[config.mk]
export PLATFORM = sky130hd
export DESIGN_NAME = matmul_mem_sequencer
export DESIGN_NICKNAME = d
export VERILOG_FILES = /design/src/rtl/matmul_mem_sequencer.sv
export SDC_FILE = /design/constraint.sdc
export NUM_CORES = 1
export LEC_CHECK = 0
export BUFFER_PORTS_ARGS = -buffer_cell sky130_fd_sc_hd__buf_2
export CORE_MARGIN = 1.5
export CORE_UTILIZATION = 60
export CTS_BUF_LIST = sky130_fd_sc_hd__clkbuf_4 sky130_fd_sc_hd__clkbuf_8
export DETAILED_ROUTE_END_ITERATION = 12
export GPL_TIMING_DRIVEN = 0
export PLACE_DENSITY = 0.83
export SYNTH_ARGS = -nofsm -noshare
export SYNTH_HDL_FRONTEND = slang
export SYNTH_SLANG_ARGS = --single-unit
[constraint.sdc]
create_clock -name clock -period 13.8 [get_ports clock]
set_input_delay 2.76 -clock clock [delete_from_list [all_inputs] [get_ports clock]]
set_output_delay 2.76 -clock clock [all_outputs]
set_load 0.02 [all_outputs]
[src/rtl/matmul_mem_sequencer.sv]
// Sequences one C = A x B multiply held in a shared 4-port data memory:
// reads the M,K,N header, validates it, runs a K-cycle MAC per C element and writes C back.
module matmul_mem_sequencer #(
  parameter int unsigned DATA_W   = 16,
  parameter int unsigned ADDR_W   = 8,
  parameter int unsigned HDR_BASE = 0
) (
  input  logic              clock,
  input  logic              reset,
  input  logic              start,
  output logic              busy,
  output logic              done,
  output logic              error,
  output logic              write_en0,
  output logic              write_en1,
  output logic              write_en2,
  output logic              write_en3,
  output logic [ADDR_W-1:0] addr0,
  output logic [ADDR_W-1:0] addr1,
  output logic [ADDR_W-1:0] addr2,
  output logic [ADDR_W-1:0] addr3,
  output logic [DATA_W-1:0] datain0,
  output logic [DATA_W-1:0] datain1,
  output logic [DATA_W-1:0] datain2,
  output logic [DATA_W-1:0] datain3,
  input  logic [DATA_W-1:0] dataout0,
  input  logic [DATA_W-1:0] dataout1,
  input  logic [DATA_W-1:0] dataout2,
  input  logic [DATA_W-1:0] dataout3
);
  localparam int unsigned DIM_W  = 8;
  localparam int unsigned PROD_W = 2 * DIM_W;
  localparam int unsigned FOOT_W = (ADDR_W + 2 > PROD_W + 2) ? ADDR_W + 2 : PROD_W + 2;

  typedef enum logic [3:0] {
    S_IDLE, S_HDR, S_HWAIT, S_CHECK, S_RUN, S_DRAIN, S_WRITE, S_DONE, S_ERR
  } state_t;

  state_t state, state_next;

  logic [DATA_W-1:0] m_hdr, k_hdr, n_hdr;
  logic [DATA_W-1:0] acc, prod, acc_sum;
  logic [DIM_W-1:0]  m_dim, k_dim, n_dim;
  logic [DIM_W-1:0]  i_cnt, j_cnt, k_cnt;
  logic [1:0]        h_cnt, h_cnt_next;
  logic [ADDR_W-1:0] a_base, b_base, c_base;
  logic [ADDR_W-1:0] a_row, b_col, a_ptr, b_ptr, c_ptr, cur_a, cur_b;
  logic [PROD_W-1:0] mk, kn, mn;
  logic [FOOT_W-1:0] footprint;
  logic              hdr_bad, row_end, last_elem, mac_en;
  logic              unused_dataout2;

  assign write_en0 = 1'b0;
  assign write_en1 = 1'b0;
  assign write_en3 = 1'b0;
  assign datain0   = '0;
  assign datain1   = '0;
  assign datain3   = '0;
  assign unused_dataout2 = ^dataout2;

  // Header decode, memory layout and validity
  assign m_dim     = m_hdr[DIM_W-1:0];
  assign k_dim     = k_hdr[DIM_W-1:0];
  assign n_dim     = n_hdr[DIM_W-1:0];
  assign mk        = PROD_W'(m_dim) * PROD_W'(k_dim);
  assign kn        = PROD_W'(k_dim) * PROD_W'(n_dim);
  assign mn        = PROD_W'(m_dim) * PROD_W'(n_dim);
  assign footprint = FOOT_W'(3) + FOOT_W'(mk) + FOOT_W'(kn) + FOOT_W'(mn);
  assign a_base    = ADDR_W'(HDR_BASE + 3);
  assign b_base    = a_base + ADDR_W'(mk);
  assign c_base    = b_base + ADDR_W'(kn);
  assign hdr_bad   = (m_hdr == '0) || (k_hdr == '0) || (n_hdr == '0)
                   || (|m_hdr[DATA_W-1:DIM_W]) || (|k_hdr[DATA_W-1:DIM_W])
                   || (|n_hdr[DATA_W-1:DIM_W])
                   || (footprint > (FOOT_W'(1) << ADDR_W));

  assign row_end   = (j_cnt == n_dim - DIM_W'(1));
  assign last_elem = row_end && (i_cnt == m_dim - DIM_W'(1));
  assign prod      = dataout0 * dataout1;
  assign acc_sum   = acc + prod;

  always_ff @(posedge clock or posedge reset) begin : state_reg
    if (reset) state <= S_IDLE;
    else       state <= state_next;
  end

  // Next state plus the operand addresses to issue if the next cycle is RUN
  always_comb begin : next_logic
    state_next = state;
    h_cnt_next = 2'd0;
    cur_a      = a_ptr;
    cur_b      = b_ptr;
    case (state)
      S_IDLE:  if (start) state_next = S_HDR;
      S_HDR: begin
        h_cnt_next = h_cnt + 2'd1;
        if (h_cnt == 2'd2) state_next = S_HWAIT;
      end
      S_HWAIT: state_next = S_CHECK;
      S_CHECK: begin
        state_next = hdr_bad ? S_ERR : S_RUN;
        cur_a      = a_base;
        cur_b      = b_base;
      end
      S_RUN:   if (k_cnt == k_dim - DIM_W'(1)) state_next = S_DRAIN;
      S_DRAIN: state_next = S_WRITE;
      S_WRITE: begin
        state_next = last_elem ? S_DONE : S_RUN;
        if (row_end) begin
          cur_a = a_row + ADDR_W'(k_dim);
          cur_b = b_base;
        end else begin
          cur_a = a_row;
          cur_b = b_col + ADDR_W'(1);
        end
      end
      S_DONE:  state_next = S_IDLE;
      S_ERR:   state_next = S_IDLE;
      default: state_next = S_IDLE;
    endcase
  end

  // Header capture, loop counters, pointers and accumulator
  always_ff @(posedge clock or posedge reset) begin : datapath
    if (reset) begin
      m_hdr  <= '0;
      k_hdr  <= '0;
      n_hdr  <= '0;
      acc    <= '0;
      mac_en <= 1'b0;
      h_cnt  <= 2'd0;
      k_cnt  <= '0;
      i_cnt  <= '0;
      j_cnt  <= '0;
      a_row  <= '0;
      b_col  <= '0;
      a_ptr  <= '0;
      b_ptr  <= '0;
      c_ptr  <= '0;
    end else begin
      h_cnt  <= h_cnt_next;
      mac_en <= (state == S_RUN);
      k_cnt  <= (state == S_RUN) ? k_cnt + DIM_W'(1) : '0;
      a_ptr  <= cur_a + ADDR_W'(1);
      b_ptr  <= cur_b + ADDR_W'(n_dim);
      if (state == S_WRITE)  acc <= '0;
      else if (mac_en)       acc <= acc_sum;
      if (state == S_HDR && h_cnt == 2'd1) m_hdr <= dataout3;
      if (state == S_HDR && h_cnt == 2'd2) k_hdr <= dataout3;
      if (state == S_HWAIT)                n_hdr <= dataout3;
      if (state == S_CHECK) begin
        i_cnt <= '0;
        j_cnt <= '0;
        a_row <= a_base;
        b_col <= b_base;
        c_ptr <= c_base;
      end
      if (state == S_WRITE) begin
        c_ptr <= c_ptr + ADDR_W'(1);
        if (row_end) begin
          j_cnt <= '0;
          i_cnt <= i_cnt + DIM_W'(1);
          a_row <= a_row + ADDR_W'(k_dim);
          b_col <= b_base;
        end else begin
          j_cnt <= j_cnt + DIM_W'(1);
          b_col <= b_col + ADDR_W'(1);
        end
      end
    end
  end

  // Outputs are registered from the next-state decode so they line up with the state
  always_ff @(posedge clock or posedge reset) begin : out_regs
    if (reset) begin
      busy      <= 1'b0;
      done      <= 1'b0;
      error     <= 1'b0;
      write_en2 <= 1'b0;
      addr0     <= '0;
      addr1     <= '0;
      addr2     <= '0;
      addr3     <= '0;
      datain2   <= '0;
    end else begin
      busy      <= (state_next != S_IDLE);
      done      <= (state_next == S_DONE) || (state_next == S_ERR);
      error     <= (state_next == S_ERR);
      write_en2 <= (state_next == S_WRITE);
      addr0     <= (state_next == S_RUN)   ? cur_a   : '0;
      addr1     <= (state_next == S_RUN)   ? cur_b   : '0;
      addr2     <= (state_next == S_WRITE) ? c_ptr   : '0;
      datain2   <= (state_next == S_WRITE) ? acc_sum : '0;
      addr3     <= (state_next == S_HDR) ? ADDR_W'(HDR_BASE) + ADDR_W'(h_cnt_next) : '0;
    end
  end
endmodule
==> results_dict.tcl <==
set metrics [dict create \
    synth_top_family_by_area "adder cells" \
    floorplan.initialDensity_pct 61.2 \
    finalClockSkew_ps 15.9 \
    max_freq_mhz 101 \
    synth.avg_cell_area_um2 9.26 \
    status "complete, no violations" \
    cts.sinks 181 \
    postCtsHoldBufs 0 \
    ys_warn_count 0 \
    cp_top_family "adder cells" \
    cts_buffers 17 \
    std_cell_rows 68 \
    tightest_slew_ps 1210 \
    reg2reg_depth 30 \
    fin_setup_tns_ps 0 \
    end_kind "register" \
    core_area_mm2 0.0346 \
    cp_num_buf_inv 8 \
    drc 0 \
    ant_nets 0 \
    critical_path_required_ps 14190 \
    wl_per_cell_um 17.9 \
    routed_wl_um 52300 \
    crit_path_start "k_hdr[2]" \
    die_area_mm2 0.0364 \
    drive_above_1_share_pct 11.0 \
    grt_max_degree 129 \
    antenna_found_initial 0 \
    h-tree-depth 4 \
    syn_inst 2288 \
    yosys.area.top_type "fa_1" \
    die_w_um 191 \
    root_buffer "clkbuf_8" \
    grt_pass1_vias 17100 \
    crit_cells 30 \
    port-buffer-count 92 \
    drt_iter0_drc 1320 \
    final_common_cell "inv_1" \
    cts_buffer_depth 2 \
    hold_depth 1 \
    synth_top_area_share_pct 22.2 \
    multi_input_comb_area_mm2 0.0148 \
    setup_viol 0 \
    gr-total-overflow 0 \
    cts_tree "yes" \
    critPathMaxFanout 10 \
    slew_headroom_pct 18.5 \
    io-pin-count 170 \
    yosysSeqAreaShare_pct 21.4 \
    max_stage_delay_ps 570 \
    cts_resized 0 \
    synth.top_cells.by_area "fa_1 22%, dfrtp_1 21%, ha_1 12%, inv_1 6.0%, and2_1 5.3%" \
    routed_via_density 5.65 \
    ys_ff_latch 181 \
    seqCellArea_mm2 0.00453 \
    start_kind "register" \
    cp_common_cell "fa_1" \
    synth-simple-area-share_pct 16.1 \
    arrival_ps 10310 \
    post_cts_buffers 0 \
    synthXorXnorAreaFrac_pct 6.00 \
    cp_slowest_cell "fa_1" \
    num-fill-cells 2694 \
    die_y_um 191 \
    drv_cap 0 \
    path_class "reg -> reg" \
    cts.clk_slew.worst_paths_ps 100 \
    final_cell_mix "339 x inv_1, 242 x nand2_1, 235 x fa_1" \
    grt_pass1_wl_um 85700 \
    drtPass1Iterations 6 \
    reg2reg_from "k_hdr[2]" \
    detailed_place_hpwl_um 41900 \
    synth-compound-area-share_pct 9.05 \
    syn_to_final_growth_pct 7.83 \
    hp-class "reg -> reg" \
    min-delay-start "h_cnt[0]" \
    fin_crit_ps 9920 \
    synth_fa_ha_area_share_pct 34.1 \
    synth_area_mm2 0.0212 \
    yosys.cell_types.count 83 \
    hold_viol 0 \
    synth-edff-count 0 \
    synth.area.mux_share_pct 3.46 \
    via_count 16500 \
    clk_latency_ps 500 \
    rsz0062_at_grt "false" \
    final_nets 2959 \
    slew_viol_final 0 \
    gp_congestion 0.935 \
    synthFlopType "dfrtp_1" \
    track_usage_pct 29.9 \
    async_flop_share_pct 100 \
    finalCritPeriodShare_pct 71.9 \
]
routing by layer:
metal	GRT usage (%)	vias up	share of wire, %
met5	0	-	0
met3	4.72	115	7.9
met1	39.6	8126	41
met2	50.4	731	48
met4	8.99	0	2.8
li1	-	7553	-
final timing paths:
kind	endpoint	slack [ps]
setup / recovery	addr1[5]	3880
hold / removal	h_cnt[0]	490
setup reg to reg	addr1[5]	3880
hold reg to reg	h_cnt[0]	490
max in group asynchronous	addr2[2]	10610
min in group asynchronous	addr3[1]	2260
Yosys cell counts, types with 6 or more instances:
library cell  instances
and2_1              181
a21boi_0              6
and3_1               21
nand3b_1              9
dfrtp_1             181
xnor2_1             104
nand4_1               9
nor2_1              101
inv_1               340
o21ai_0              69
buf_1                 7
a21o_1               23
o21bai_1             16
mux2i_1              17
nand2b_1              9
a221o_1               9
o21a_1                7
o211ai_1              8
nand2_1             242
mux2_2               50
nand3_1              39
fa_1                235
nor4_1               15
a21oi_1              76
nor2b_1               7
xor2_1               41
ha_1                201
nor3_1               16
a211oi_1              8
buf_4                58
clkbuf_1             82
area by class of cell:
cell class	instances	share of cell area (%)
Sequential cell	181	19.8
Buffer	155	3.63
Tap cell	455	2.49
Multi-Input combinational cell	1668	64.6
Clock inverter	14	0.586
Antenna cell	1	0.0110
Clock buffer	18	1.08
Inverter	340	5.62
Timing Repair Buffer	93	2.14
logic make-up after synthesis:
| group | Yosys count |
|---|---|
| mux | 67 |
| buf+inv | 495 |
| fa+ha+maj | 436 |
| compound gates | 284 |
| simple gates | 679 |
| other cells | 1 |
| xor+xnor | 145 |
| flops | 181 |
stage by stage:
stage	util (%)	cells	area (µm²)	hold WS [ps]	setup slack, ps
3_5_place_dp	64.9	2892	22500	484	4130
3_3_place_gp	64.8	2891	22400	455	4160
5_1_grt	66.0	2924	22800	522	3530
4_1_cts	66.0	2924	22800	490	4080
2_1_floorplan	-	2344	21400	437	5680
6_report	66.0	2925	22800	489	3880
Power is not shown: default switching activity piles up to over one toggle a cycle in this logic, so the estimate is an artifact.
